<file path="src/rtl/dcache_mshr_ctrl_if.sv">
// LSQ request, memory bus and fill signals of the DCache miss controller.
// The controller uses the slave modport; the LSQ/memory side uses master.
interface dcache_mshr_ctrl_if #(
    parameter int unsigned XLEN      = 32,
    parameter int unsigned MEM_TAG_W = 4,
    parameter int unsigned ADDR_W    = 16,
    parameter int unsigned NUM_MSHR  = 4,
    parameter int unsigned CMD_W     = 2
);
    localparam int unsigned CNT_W = $clog2(NUM_MSHR) + 1;

    // LSQ request side
    logic                 req_valid;
    logic                 req_is_store;
    logic [XLEN-1:0]      req_addr;
    logic                 req_ready;

    // Memory arbiter side
    logic                 reject_D_req;
    logic [MEM_TAG_W-1:0] Dmem2Dctrl_response;
    logic [MEM_TAG_W-1:0] Dmem2Dctrl_tag;
    logic [63:0]          Dmem2Dctrl_data;
    logic [CMD_W-1:0]     Dctrl2Dmem_command;
    logic [XLEN-1:0]      Dctrl2Dmem_addr;

    // DCache fill / LSQ wakeup side
    logic                 fill_valid;
    logic [ADDR_W-1:0]    fill_addr;
    logic [63:0]          fill_data;
    logic                 fill_store_merged;
    logic                 mshr_full;
    logic [CNT_W-1:0]     mshr_count;

    modport slave (
        input  req_valid, req_is_store, req_addr,
        input  reject_D_req, Dmem2Dctrl_response, Dmem2Dctrl_tag, Dmem2Dctrl_data,
        output req_ready, Dctrl2Dmem_command, Dctrl2Dmem_addr,
        output fill_valid, fill_addr, fill_data, fill_store_merged, mshr_full, mshr_count
    );

    modport master (
        output req_valid, req_is_store, req_addr,
        output reject_D_req, Dmem2Dctrl_response, Dmem2Dctrl_tag, Dmem2Dctrl_data,
        input  req_ready, Dctrl2Dmem_command, Dctrl2Dmem_addr,
        input  fill_valid, fill_addr, fill_data, fill_store_merged, mshr_full, mshr_count
    );
endinterface

</file>
<file path="src/rtl/dcache_mshr_ctrl.sv">
// Non-blocking DCache miss controller: NUM_MSHR miss-status holding registers
// with same-block merging, round-robin BUS_LOAD issue with retry, and
// tag-matched one-cycle fill writes that double as LSQ wakeups.
module dcache_mshr_ctrl #(
    parameter int unsigned NUM_MSHR  = 4,
    parameter int unsigned MEM_TAG_W = 4,
    parameter int unsigned BLK_OFF   = 3,
    parameter int unsigned ADDR_W    = 16,
    parameter int unsigned XLEN      = 32
) (
    input logic               clock,
    input logic               reset,
    dcache_mshr_ctrl_if.slave bus
);
    localparam int unsigned IDX_W = $clog2(NUM_MSHR);
    localparam int unsigned CNT_W = IDX_W + 1;
    localparam int unsigned BLK_W = ADDR_W - BLK_OFF;

    localparam logic [1:0] BUS_NONE = 2'd0;
    localparam logic [1:0] BUS_LOAD = 2'd1;

    typedef enum logic [1:0] {
        StInvalid,
        StPending,
        StIssued
    } mshr_state_e;

    // Per-entry state
    mshr_state_e          r_state  [NUM_MSHR];
    logic [BLK_W-1:0]     r_blk    [NUM_MSHR];
    logic [MEM_TAG_W-1:0] r_tag    [NUM_MSHR];
    logic                 r_sm     [NUM_MSHR];
    logic [IDX_W-1:0]     r_rr_ptr;

    mshr_state_e          w_state_nxt [NUM_MSHR];
    logic [BLK_W-1:0]     w_blk_nxt   [NUM_MSHR];
    logic [MEM_TAG_W-1:0] w_tag_nxt   [NUM_MSHR];
    logic                 w_sm_nxt    [NUM_MSHR];
    logic [IDX_W-1:0]     w_rr_nxt;

    // Fill outputs and occupancy
    logic                 r_fill_valid;
    logic [ADDR_W-1:0]    r_fill_addr;
    logic [63:0]          r_fill_data;
    logic                 r_fill_sm;
    logic [CNT_W-1:0]     r_count;
    logic                 r_full;
    logic [CNT_W-1:0]     w_count_nxt;
    logic                 w_full_nxt;

    // Lookup results
    logic [BLK_W-1:0]     w_req_blk;
    logic                 w_fill_hit;
    logic [IDX_W-1:0]     w_fill_idx;
    logic                 w_match_hit;
    logic [IDX_W-1:0]     w_match_idx;
    logic                 w_free_hit;
    logic [IDX_W-1:0]     w_free_idx;
    logic                 w_cand_hit;
    logic [IDX_W-1:0]     w_cand_idx;
    logic [IDX_W-1:0]     w_scan;
    logic                 w_req_ready;
    logic                 w_accept;
    logic                 w_issue_ok;
    logic                 w_unused_addr;

    assign w_req_blk     = bus.req_addr[ADDR_W-1:BLK_OFF];
    assign w_unused_addr = ^{bus.req_addr[XLEN-1:ADDR_W], bus.req_addr[BLK_OFF-1:0]};

    // Associative lookups: fill tag, request block, lowest free entry
    always_comb begin
        w_fill_hit  = 1'b0;
        w_fill_idx  = '0;
        w_match_hit = 1'b0;
        w_match_idx = '0;
        w_free_hit  = 1'b0;
        w_free_idx  = '0;
        // Descending scan so the lowest index wins
        for (int i = NUM_MSHR - 1; i >= 0; i--) begin
            if (r_state[i] == StIssued && bus.Dmem2Dctrl_tag != '0 &&
                bus.Dmem2Dctrl_tag == r_tag[i]) begin
                w_fill_hit = 1'b1;
                w_fill_idx = IDX_W'(i);
            end
            if (r_state[i] != StInvalid && r_blk[i] == w_req_blk) begin
                w_match_hit = 1'b1;
                w_match_idx = IDX_W'(i);
            end
            if (r_state[i] == StInvalid) begin
                w_free_hit = 1'b1;
                w_free_idx = IDX_W'(i);
            end
        end
    end

    // Issue candidate: first PENDING entry at or after rr_ptr, cyclically
    always_comb begin
        w_cand_hit = 1'b0;
        w_cand_idx = '0;
        w_scan     = '0;
        for (int k = NUM_MSHR - 1; k >= 0; k--) begin
            w_scan = r_rr_ptr + IDX_W'(k);
            if (r_state[w_scan] == StPending) begin
                w_cand_hit = 1'b1;
                w_cand_idx = w_scan;
            end
        end
    end

    // Acceptance and issue decisions, plus bus request outputs
    always_comb begin
        // A merge into the entry being filled is refused; the LSQ retries and hits
        if (w_match_hit) begin
            w_req_ready = !(w_fill_hit && w_fill_idx == w_match_idx);
        end else begin
            w_req_ready = w_free_hit;
        end
        w_accept   = bus.req_valid && w_req_ready;
        w_issue_ok = w_cand_hit && !bus.reject_D_req && bus.Dmem2Dctrl_response != '0;
        bus.Dctrl2Dmem_command = BUS_NONE;
        bus.Dctrl2Dmem_addr    = '0;
        if (w_cand_hit) begin
            bus.Dctrl2Dmem_command = BUS_LOAD;
            bus.Dctrl2Dmem_addr    = XLEN'({r_blk[w_cand_idx], {BLK_OFF{1'b0}}});
        end
    end

    // Next-state of entries and round-robin pointer
    always_comb begin
        for (int i = 0; i < NUM_MSHR; i++) begin
            w_state_nxt[i] = r_state[i];
            w_blk_nxt[i]   = r_blk[i];
            w_tag_nxt[i]   = r_tag[i];
            w_sm_nxt[i]    = r_sm[i];
        end
        w_rr_nxt = r_rr_ptr;
        if (w_issue_ok) begin
            w_state_nxt[w_cand_idx] = StIssued;
            w_tag_nxt[w_cand_idx]   = bus.Dmem2Dctrl_response;
            w_rr_nxt                = w_cand_idx + IDX_W'(1);
        end
        if (w_fill_hit) begin
            w_state_nxt[w_fill_idx] = StInvalid;
        end
        // Allocation only targets an entry INVALID now, so it never collides with issue/fill
        if (w_accept) begin
            if (w_match_hit) begin
                w_sm_nxt[w_match_idx] = r_sm[w_match_idx] | bus.req_is_store;
            end else begin
                w_state_nxt[w_free_idx] = StPending;
                w_blk_nxt[w_free_idx]   = w_req_blk;
                w_tag_nxt[w_free_idx]   = '0;
                w_sm_nxt[w_free_idx]    = bus.req_is_store;
            end
        end
    end

    // Occupancy derived from next state so it tracks the same edge
    always_comb begin
        w_count_nxt = '0;
        for (int i = 0; i < NUM_MSHR; i++) begin
            if (w_state_nxt[i] != StInvalid) begin
                w_count_nxt = w_count_nxt + CNT_W'(1);
            end
        end
        w_full_nxt = (w_count_nxt == CNT_W'(NUM_MSHR));
    end

    // State registers
    always_ff @(posedge clock or negedge reset) begin
        if (!reset) begin
            for (int i = 0; i < NUM_MSHR; i++) begin
                r_state[i] <= StInvalid;
                r_blk[i]   <= '0;
                r_tag[i]   <= '0;
                r_sm[i]    <= 1'b0;
            end
            r_rr_ptr     <= '0;
            r_count      <= '0;
            r_full       <= 1'b0;
            r_fill_valid <= 1'b0;
            r_fill_addr  <= '0;
            r_fill_data  <= '0;
            r_fill_sm    <= 1'b0;
        end else begin
            for (int i = 0; i < NUM_MSHR; i++) begin
                r_state[i] <= w_state_nxt[i];
                r_blk[i]   <= w_blk_nxt[i];
                r_tag[i]   <= w_tag_nxt[i];
                r_sm[i]    <= w_sm_nxt[i];
            end
            r_rr_ptr     <= w_rr_nxt;
            r_count      <= w_count_nxt;
            r_full       <= w_full_nxt;
            r_fill_valid <= w_fill_hit;
            if (w_fill_hit) begin
                r_fill_addr <= {r_blk[w_fill_idx], {BLK_OFF{1'b0}}};
                r_fill_data <= bus.Dmem2Dctrl_data;
                r_fill_sm   <= r_sm[w_fill_idx];
            end
        end
    end

    assign bus.req_ready         = w_req_ready;
    assign bus.fill_valid        = r_fill_valid;
    assign bus.fill_addr         = r_fill_addr;
    assign bus.fill_data         = r_fill_data;
    assign bus.fill_store_merged = r_fill_sm;
    assign bus.mshr_count        = r_count;
    assign bus.mshr_full         = r_full;
endmodule

</file>
<file path="src/flat_wrapper.sv">
// flat-port wrapper written by rule: the top's interface ports become plain ports
module dcache_mshr_ctrl_flat 
#(
    parameter int unsigned NUM_MSHR  = 4,
    parameter int unsigned MEM_TAG_W = 4,
    parameter int unsigned BLK_OFF   = 3,
    parameter int unsigned ADDR_W    = 16,
    parameter int unsigned XLEN      = 32
)
  (clock, reset, bus_req_valid, bus_req_is_store, bus_req_addr, bus_reject_D_req, bus_Dmem2Dctrl_response, bus_Dmem2Dctrl_tag, bus_Dmem2Dctrl_data, bus_req_ready, bus_Dctrl2Dmem_command, bus_Dctrl2Dmem_addr, bus_fill_valid, bus_fill_addr, bus_fill_data, bus_fill_store_merged, bus_mshr_full, bus_mshr_count);
  dcache_mshr_ctrl_if #(.XLEN(XLEN), .MEM_TAG_W(MEM_TAG_W), .ADDR_W(ADDR_W), .NUM_MSHR(NUM_MSHR), .CMD_W(2)) bus_i ();
  input logic clock;
  input logic reset;
  input wire logic [$bits(bus_i.req_valid)-1:0] bus_req_valid;
  input wire logic [$bits(bus_i.req_is_store)-1:0] bus_req_is_store;
  input wire logic [$bits(bus_i.req_addr)-1:0] bus_req_addr;
  input wire logic [$bits(bus_i.reject_D_req)-1:0] bus_reject_D_req;
  input wire logic [$bits(bus_i.Dmem2Dctrl_response)-1:0] bus_Dmem2Dctrl_response;
  input wire logic [$bits(bus_i.Dmem2Dctrl_tag)-1:0] bus_Dmem2Dctrl_tag;
  input wire logic [$bits(bus_i.Dmem2Dctrl_data)-1:0] bus_Dmem2Dctrl_data;
  output wire logic [$bits(bus_i.req_ready)-1:0] bus_req_ready;
  output wire logic [$bits(bus_i.Dctrl2Dmem_command)-1:0] bus_Dctrl2Dmem_command;
  output wire logic [$bits(bus_i.Dctrl2Dmem_addr)-1:0] bus_Dctrl2Dmem_addr;
  output wire logic [$bits(bus_i.fill_valid)-1:0] bus_fill_valid;
  output wire logic [$bits(bus_i.fill_addr)-1:0] bus_fill_addr;
  output wire logic [$bits(bus_i.fill_data)-1:0] bus_fill_data;
  output wire logic [$bits(bus_i.fill_store_merged)-1:0] bus_fill_store_merged;
  output wire logic [$bits(bus_i.mshr_full)-1:0] bus_mshr_full;
  output wire logic [$bits(bus_i.mshr_count)-1:0] bus_mshr_count;
  assign bus_i.req_valid = bus_req_valid;
  assign bus_i.req_is_store = bus_req_is_store;
  assign bus_i.req_addr = bus_req_addr;
  assign bus_i.reject_D_req = bus_reject_D_req;
  assign bus_i.Dmem2Dctrl_response = bus_Dmem2Dctrl_response;
  assign bus_i.Dmem2Dctrl_tag = bus_Dmem2Dctrl_tag;
  assign bus_i.Dmem2Dctrl_data = bus_Dmem2Dctrl_data;
  assign bus_req_ready = bus_i.req_ready;
  assign bus_Dctrl2Dmem_command = bus_i.Dctrl2Dmem_command;
  assign bus_Dctrl2Dmem_addr = bus_i.Dctrl2Dmem_addr;
  assign bus_fill_valid = bus_i.fill_valid;
  assign bus_fill_addr = bus_i.fill_addr;
  assign bus_fill_data = bus_i.fill_data;
  assign bus_fill_store_merged = bus_i.fill_store_merged;
  assign bus_mshr_full = bus_i.mshr_full;
  assign bus_mshr_count = bus_i.mshr_count;
  dcache_mshr_ctrl #(.NUM_MSHR(NUM_MSHR), .MEM_TAG_W(MEM_TAG_W), .BLK_OFF(BLK_OFF), .ADDR_W(ADDR_W), .XLEN(XLEN)) u_core (.clock(clock), .reset(reset), .bus(bus_i));
endmodule
</file>
<file path="config.mk">
export PLATFORM = sky130hd
export DESIGN_NAME = dcache_mshr_ctrl_flat
export DESIGN_NICKNAME = d
export VERILOG_FILES = /design/src/rtl/dcache_mshr_ctrl_if.sv /design/src/rtl/dcache_mshr_ctrl.sv /design/src/flat_wrapper.sv
export SDC_FILE = /design/constraint.sdc
export NUM_CORES = 1
export LEC_CHECK = 0
export CAP_MARGIN = 20
export CORE_UTILIZATION = 35
export DETAILED_ROUTE_END_ITERATION = 10
export PLACE_DENSITY = 0.72
export SYNTH_ARGS = -nofsm -noshare
export SYNTH_HDL_FRONTEND = slang
export SYNTH_SLANG_ARGS = --single-unit
export TNS_END_PERCENT = 20
</file>
<file path="constraint.sdc">
create_clock -name clock -period 4.28 [get_ports clock]
set_input_delay 0.642 -clock clock [delete_from_list [all_inputs] [get_ports clock]]
set_output_delay 0.642 -clock clock [all_outputs]
set_load 0.01 [all_outputs]
</file>
### Yosys cells after proc, flatten, opt, wreduce, memory -nomap -nowiden

Index checks and enable logic that the tools add are counted.
Widths: inputs -> output; s select.

* flip-flop bits (word level): 165
* bits of input ports: 109
* logic and storage cells: 208

* $add $sub $neg: 7
* $lt $le $gt $ge: 12
* eq/ne operators: 18
* mux-type cells: 91
* bitwise gates (word level): 20
* reduce and logical (&&, ||, !) cells: 37

Operator list (count)
* $mux 13: 5
* $mux 16: 4
* $mux 2: 27
* $bmux 13 s2: 2
* $bwmux 52: 1
* $eq 13x13->1: 4
* $mux 8: 4
* $demux 13 s2: 1
* $mux 1: 25
* $ge 3x3->1 const B: 8
* $not 2->3: 8
* $logic_and 1x1->1: 20
* $and 16x16->16: 1
* $bmux 2 s2: 4
* $bwmux 16: 1
* $demux 4 s2: 2
* $eq 4x4->1: 4
* $not 16->16: 1
* $reduce_bool 2->1: 8
* $demux 2 s2: 3
* $lt 3x1->1 const B: 4
* $mux 4: 3
* $mux 3: 3
* $and 4x4->4: 2
* other kinds (21): 40

### Logic depth before layout (Yosys ltp)

* depth in word-level cells: 32
* depth in mapped cells: 17
* gate-level depth less buffers: 15

### Worst setup path after synthesis

OpenSTA, ideal clock, no wires.

* path type: input-to-reg
* start point: input port bus_req_addr[9]
* end point: register u_core.r_full (netlist: u_core.bus.mshr_full)
* setup time: 0.069 ns
* arrival: 3.916 ns
* setup slack: 0.295 ns
* stages: 16
* path buffers: 1
* cells stage by stage: clkbuf_1 -> xnor2_1 -> nand4_1 -> nor4_1 -> nand2b_1 -> nor2_1 -> nand3_1 -> o21ai_0 -> or2_2 -> ha_1 -> nor2_1 -> a21oi_1 -> ha_1 -> nand2b_1 -> or4b_1 -> nand3_1

RTL lines
* start: declaration: RTL line flat_wrapper.sv:16 `input wire logic [$bits(bus_i.req_addr)-1:0] bus_req_addr;`
* end signal: assignment: RTL line dcache_mshr_ctrl.sv:194 `r_full <= w_full_nxt;`
* end: declaration: RTL line dcache_mshr_ctrl.sv:47 `logic r_full;`

### Final worst setup path

* start point: input port bus_req_addr[6]
* end point: output port bus_req_ready

* word-level cells in the longest chain between the ends: 10

RTL lines
* $eq 13x13->1: RTL line dcache_mshr_ctrl.sv:85 `if (r_state[i] != StInvalid && r_blk[i] == w_req_blk) begin`
* $logic_and 1x1->1: RTL line dcache_mshr_ctrl.sv:85
* $mux 2 (4 in series): RTL line dcache_mshr_ctrl.sv:85
* $eq 2x2->1: RTL line dcache_mshr_ctrl.sv:114 `w_req_ready = !(w_fill_hit && w_fill_idx == w_match_idx);`
* $logic_and 1x1->1: RTL line dcache_mshr_ctrl.sv:114
* $logic_not 1->1: RTL line dcache_mshr_ctrl.sv:114
* $mux 1 *: RTL line dcache_mshr_ctrl.sv:113 `if (w_match_hit) begin`
* end: declaration: RTL line flat_wrapper.sv:21 `output wire logic [$bits(bus_i.req_ready)-1:0] bus_req_ready;`

Mark *: on every way between the ends. The rest lies on a longest branch, timed or not.

==> impl_results.md <==
* Total Power at 0.008872 W
* Share of the synthesized area in the top cell type at 47.76%
* Post-Layout Cell Count at 1,466
* Total gr overflow at 0
* Post-synth EDFFs at 0
* CTS clock-pin slew for the worst setup and hold paths at 0.07 ns
* CP required at 3.64 ns
* Commonest cells in the netlist: nand2_1, dfrtp_1, nor2_1
* Syn Area/Cell at 9.398 sq um
* Initial Util at 35.66%
* Cells after Synth at 920
* Setup bufs post-CTS at 0
* Max-slew violations at 0
* Seq/Total Area, Yosys at 47.76%
* Vias per cell at 4.904
* P_leak at 5.421 nW
* Final setup violation count at 0
* DRC violations left at 0
* Setup Skew at 0.01405 ns
* Largest net degree at the start of global routing at 86
* Average wire per standard cell at 16.03 microns
* Critical path type: in2out
* Die Height at 159.2 microns
* I/O pin cnt at 230
* Post-route setup slack at 0.09823 ns
* Gpl congestion at 0.8623
* Vias in the first global route at 7,355
* ANT cells at 0
* Worst min-delay path class: in2async
* Final worst-path cycle share at 97.70%
* Crit-path max FO at 8
* Initial antenna violation count at 2
* Die area at 0.02534 sq mm
* Power per cell area at 754.9 mW/mm^2
* Cts hold-fix bufs at 0
* Placed cells at 1,433
* Worst vdd ir at 0.3297 mV
* RSZ-0062 raised after global routing: no
* Async set or reset register ratio after synthesis at 100.0%
* Setup_tns at 0 ns
* Std cell rows at 57
* Port Buf Inserts at 187
* Nature of the critical path startpoint: input pin
* Vias at 7,189
* Synth cell types at 62
* Top cells by area, synth: dfrtp_1, nand2_1, mux2_2, mux2i_1, xor2_1
* Most frequent cell after synthesis: nand2_1
* Fill count at 2,293
* Status: completed
* Final Hold Vio Count at 0
* Clk Latency, worst-skew pair at 0.43 ns
* Post-DP HPWL at 16,700 microns
* Worst slack, placed at -0.03235 ns
* Max_slew headroom at 44.15%
* Tmin final at 4.182 ns
* Die X-Extent at 159.2 microns
* GR Util All Layers at 19.08%
* Clk sink count at 165
* Final WL at 23,500 microns
* Finished Core Util at 48.47%
* Worst Path Arrival at 3.54 ns
* CTS tree: done
* CTS max path bufs at 2
* Ys Warns at 0
* Least-Margin Pin Slew at 0.8378 ns
* Detailed Routing Iterations Pass 1 at 5
* H-tree depth at 4
* Antenna-violating nets left at 0
* CTS buffer count at 17
* Dominant synthesized flop cell: dfrtp_1
* Core Region at 0.02425 sq mm
* Crit end category: primary output
* First-pass GRT wire length at 38,580 microns
* Flops & latches, synth at 165
* Max Cap Viol at 0
* Fmax at 239.1 MHz
* DR iter-0 viols at 349
* Root Driver: clkbuf_16
* Post-Syn Area at 0.008646 sq mm
* Share of cells above drive strength 1 at 14.54%
* Yosys top cell by area: dfrtp_1
* Area growth from synthesis to layout at 35.93%
* Total Nets Final at 1,243
## sequential cells by signal, summed over array words and instances, names as in the netlist
name,cells
u_core.bus.fill_data,64
u_core.r_blk,52
u_core.r_tag,16
u_core.bus.fill_addr,13
u_core.r_state,8
u_core.r_sm,4
u_core.bus.mshr_count,3
u_core.r_rr_ptr,2
u_core.bus.fill_store_merged,1
u_core.bus.fill_valid,1
u_core.bus.mshr_full,1
## critical path: stages
cell             delay, ns
clkdlybuf4s50_1       0.59
xor2_1                0.26
nor4_1                0.29
nand4_1               0.17
buf_4                 0.17
o21ba_2               0.24
mux2_2                0.35
o211ai_1              0.25
nand2_1               0.09
clkdlybuf4s50_1       0.49
## cell usage in the layout (no fill, tap or decap), drive strengths merged, types with 3 or more instances in the layout
master	netlist	layout
nand2	241	241
clkdlybuf4s50	0	183
dfrtp	165	165
nor2	75	75
buf	34	63
mux2	53	53
mux2i	40	40
xor2	39	39
xnor2	29	29
a21oi	26	26
a211oi	25	25
conb	1	23
inv	13	21
clkbuf	47	18
o21ai	15	15
nor4	12	12
nor3	11	11
nand3	9	9
nand4	8	8
and2	6	6
nand2b	6	6
nor2b	6	6
ha	5	5
o2111ai	5	5
nor3b	4	4
o211ai	3	3
a222oi	3	3
or3	3	3
dlymetal6s2s	0	3
clkinv	0	3
## layout make-up
class	count	area, sq um	share of cell area [%]
clock buffers	18	439.2	3.737
clock inverters	14	183.9	1.565
inverters	13	48.80	0.4152
multi-input cells	683	4175	35.53
flip-flops and latches	165	4129	35.13
well taps	324	405.4	3.449
repair buffers	249	2371	20.17
## through the flow
stage	area, sq um	hold WS, ns
2_1_floorplan	8728	0.3464
3_3_place_gp	11100	0.4495
3_5_place_dp	11100	0.4548
4_1_cts	11730	0.3021
5_1_grt	11750	0.3281
6_report	11750	0.2607
## worst paths after layout
check / from / endpoint / slack [ns] / cells past startpoint
worst max-delay path: bus_req_addr[6] / bus_req_ready / 0.1 / 10
min in group clock: u_core.bus.fill_data[62] / u_core.bus.fill_data[62] / 0.46 / 2
worst max register to register: u_core.r_state[7] / u_core.bus.mshr_full / 0.51 / 14
worst min register to register: u_core.bus.fill_data[62] / u_core.bus.fill_data[62] / 0.46 / 2
worst min-delay path: reset / u_core.r_blk[16] / 0.26 / 1
max in group asynchronous: reset / u_core.r_state[3] / 3.13 / 2
## layer usage
| metal | wire length, microns | vias to the layer above | GRT usage [%] |
|---|---|---|---|
| li1 | - | 3453 | - |
| met1 | 9998 | 3445 | 23.77 |
| met2 | 11020 | 240 | 30.76 |
| met3 | 1767 | 47 | 6.095 |
| met4 | 684 | 4 | 7.430 |
| met5 | 27 | - | 0 |
## cells by family (layout without fill, tap and decap cells)
group / count (synthesis) / count (layout) / share of synthesized area [%]
other cells: 1 / 23 / 0.04337
simple gates: 394 / 394 / 19.74
flops: 165 / 165 / 47.76
compound gates: 100 / 100 / 7.988
buf+inv: 94 / 294 / 5.326
mux: 93 / 93 / 11.53
xor+xnor: 68 / 68 / 6.889
fa+ha+maj: 5 / 5 / 0.7236
## where the power goes
| group | leakage [nW] | switching, W | internal (W) | total, W |
|---|---|---|---|---|
| logic | 3.08 | 0.00210 | 0.00225 | 0.00435 |
| clock network | 0.302 | 0.000711 | 0.000907 | 0.00162 |
| registers | 2.04 | 0.000611 | 0.00229 | 0.00290 |
| total | 5.42 | 0.00342 | 0.00545 | 0.00887 |
## what timing repair did
item / CTS / global route
hold endpoints to repair: 0 / 0
gates resized for setup: 0 / 3
endpoints found under the setup margin: 0 / 1
Note: power is estimated with default switching activity, not from simulation.
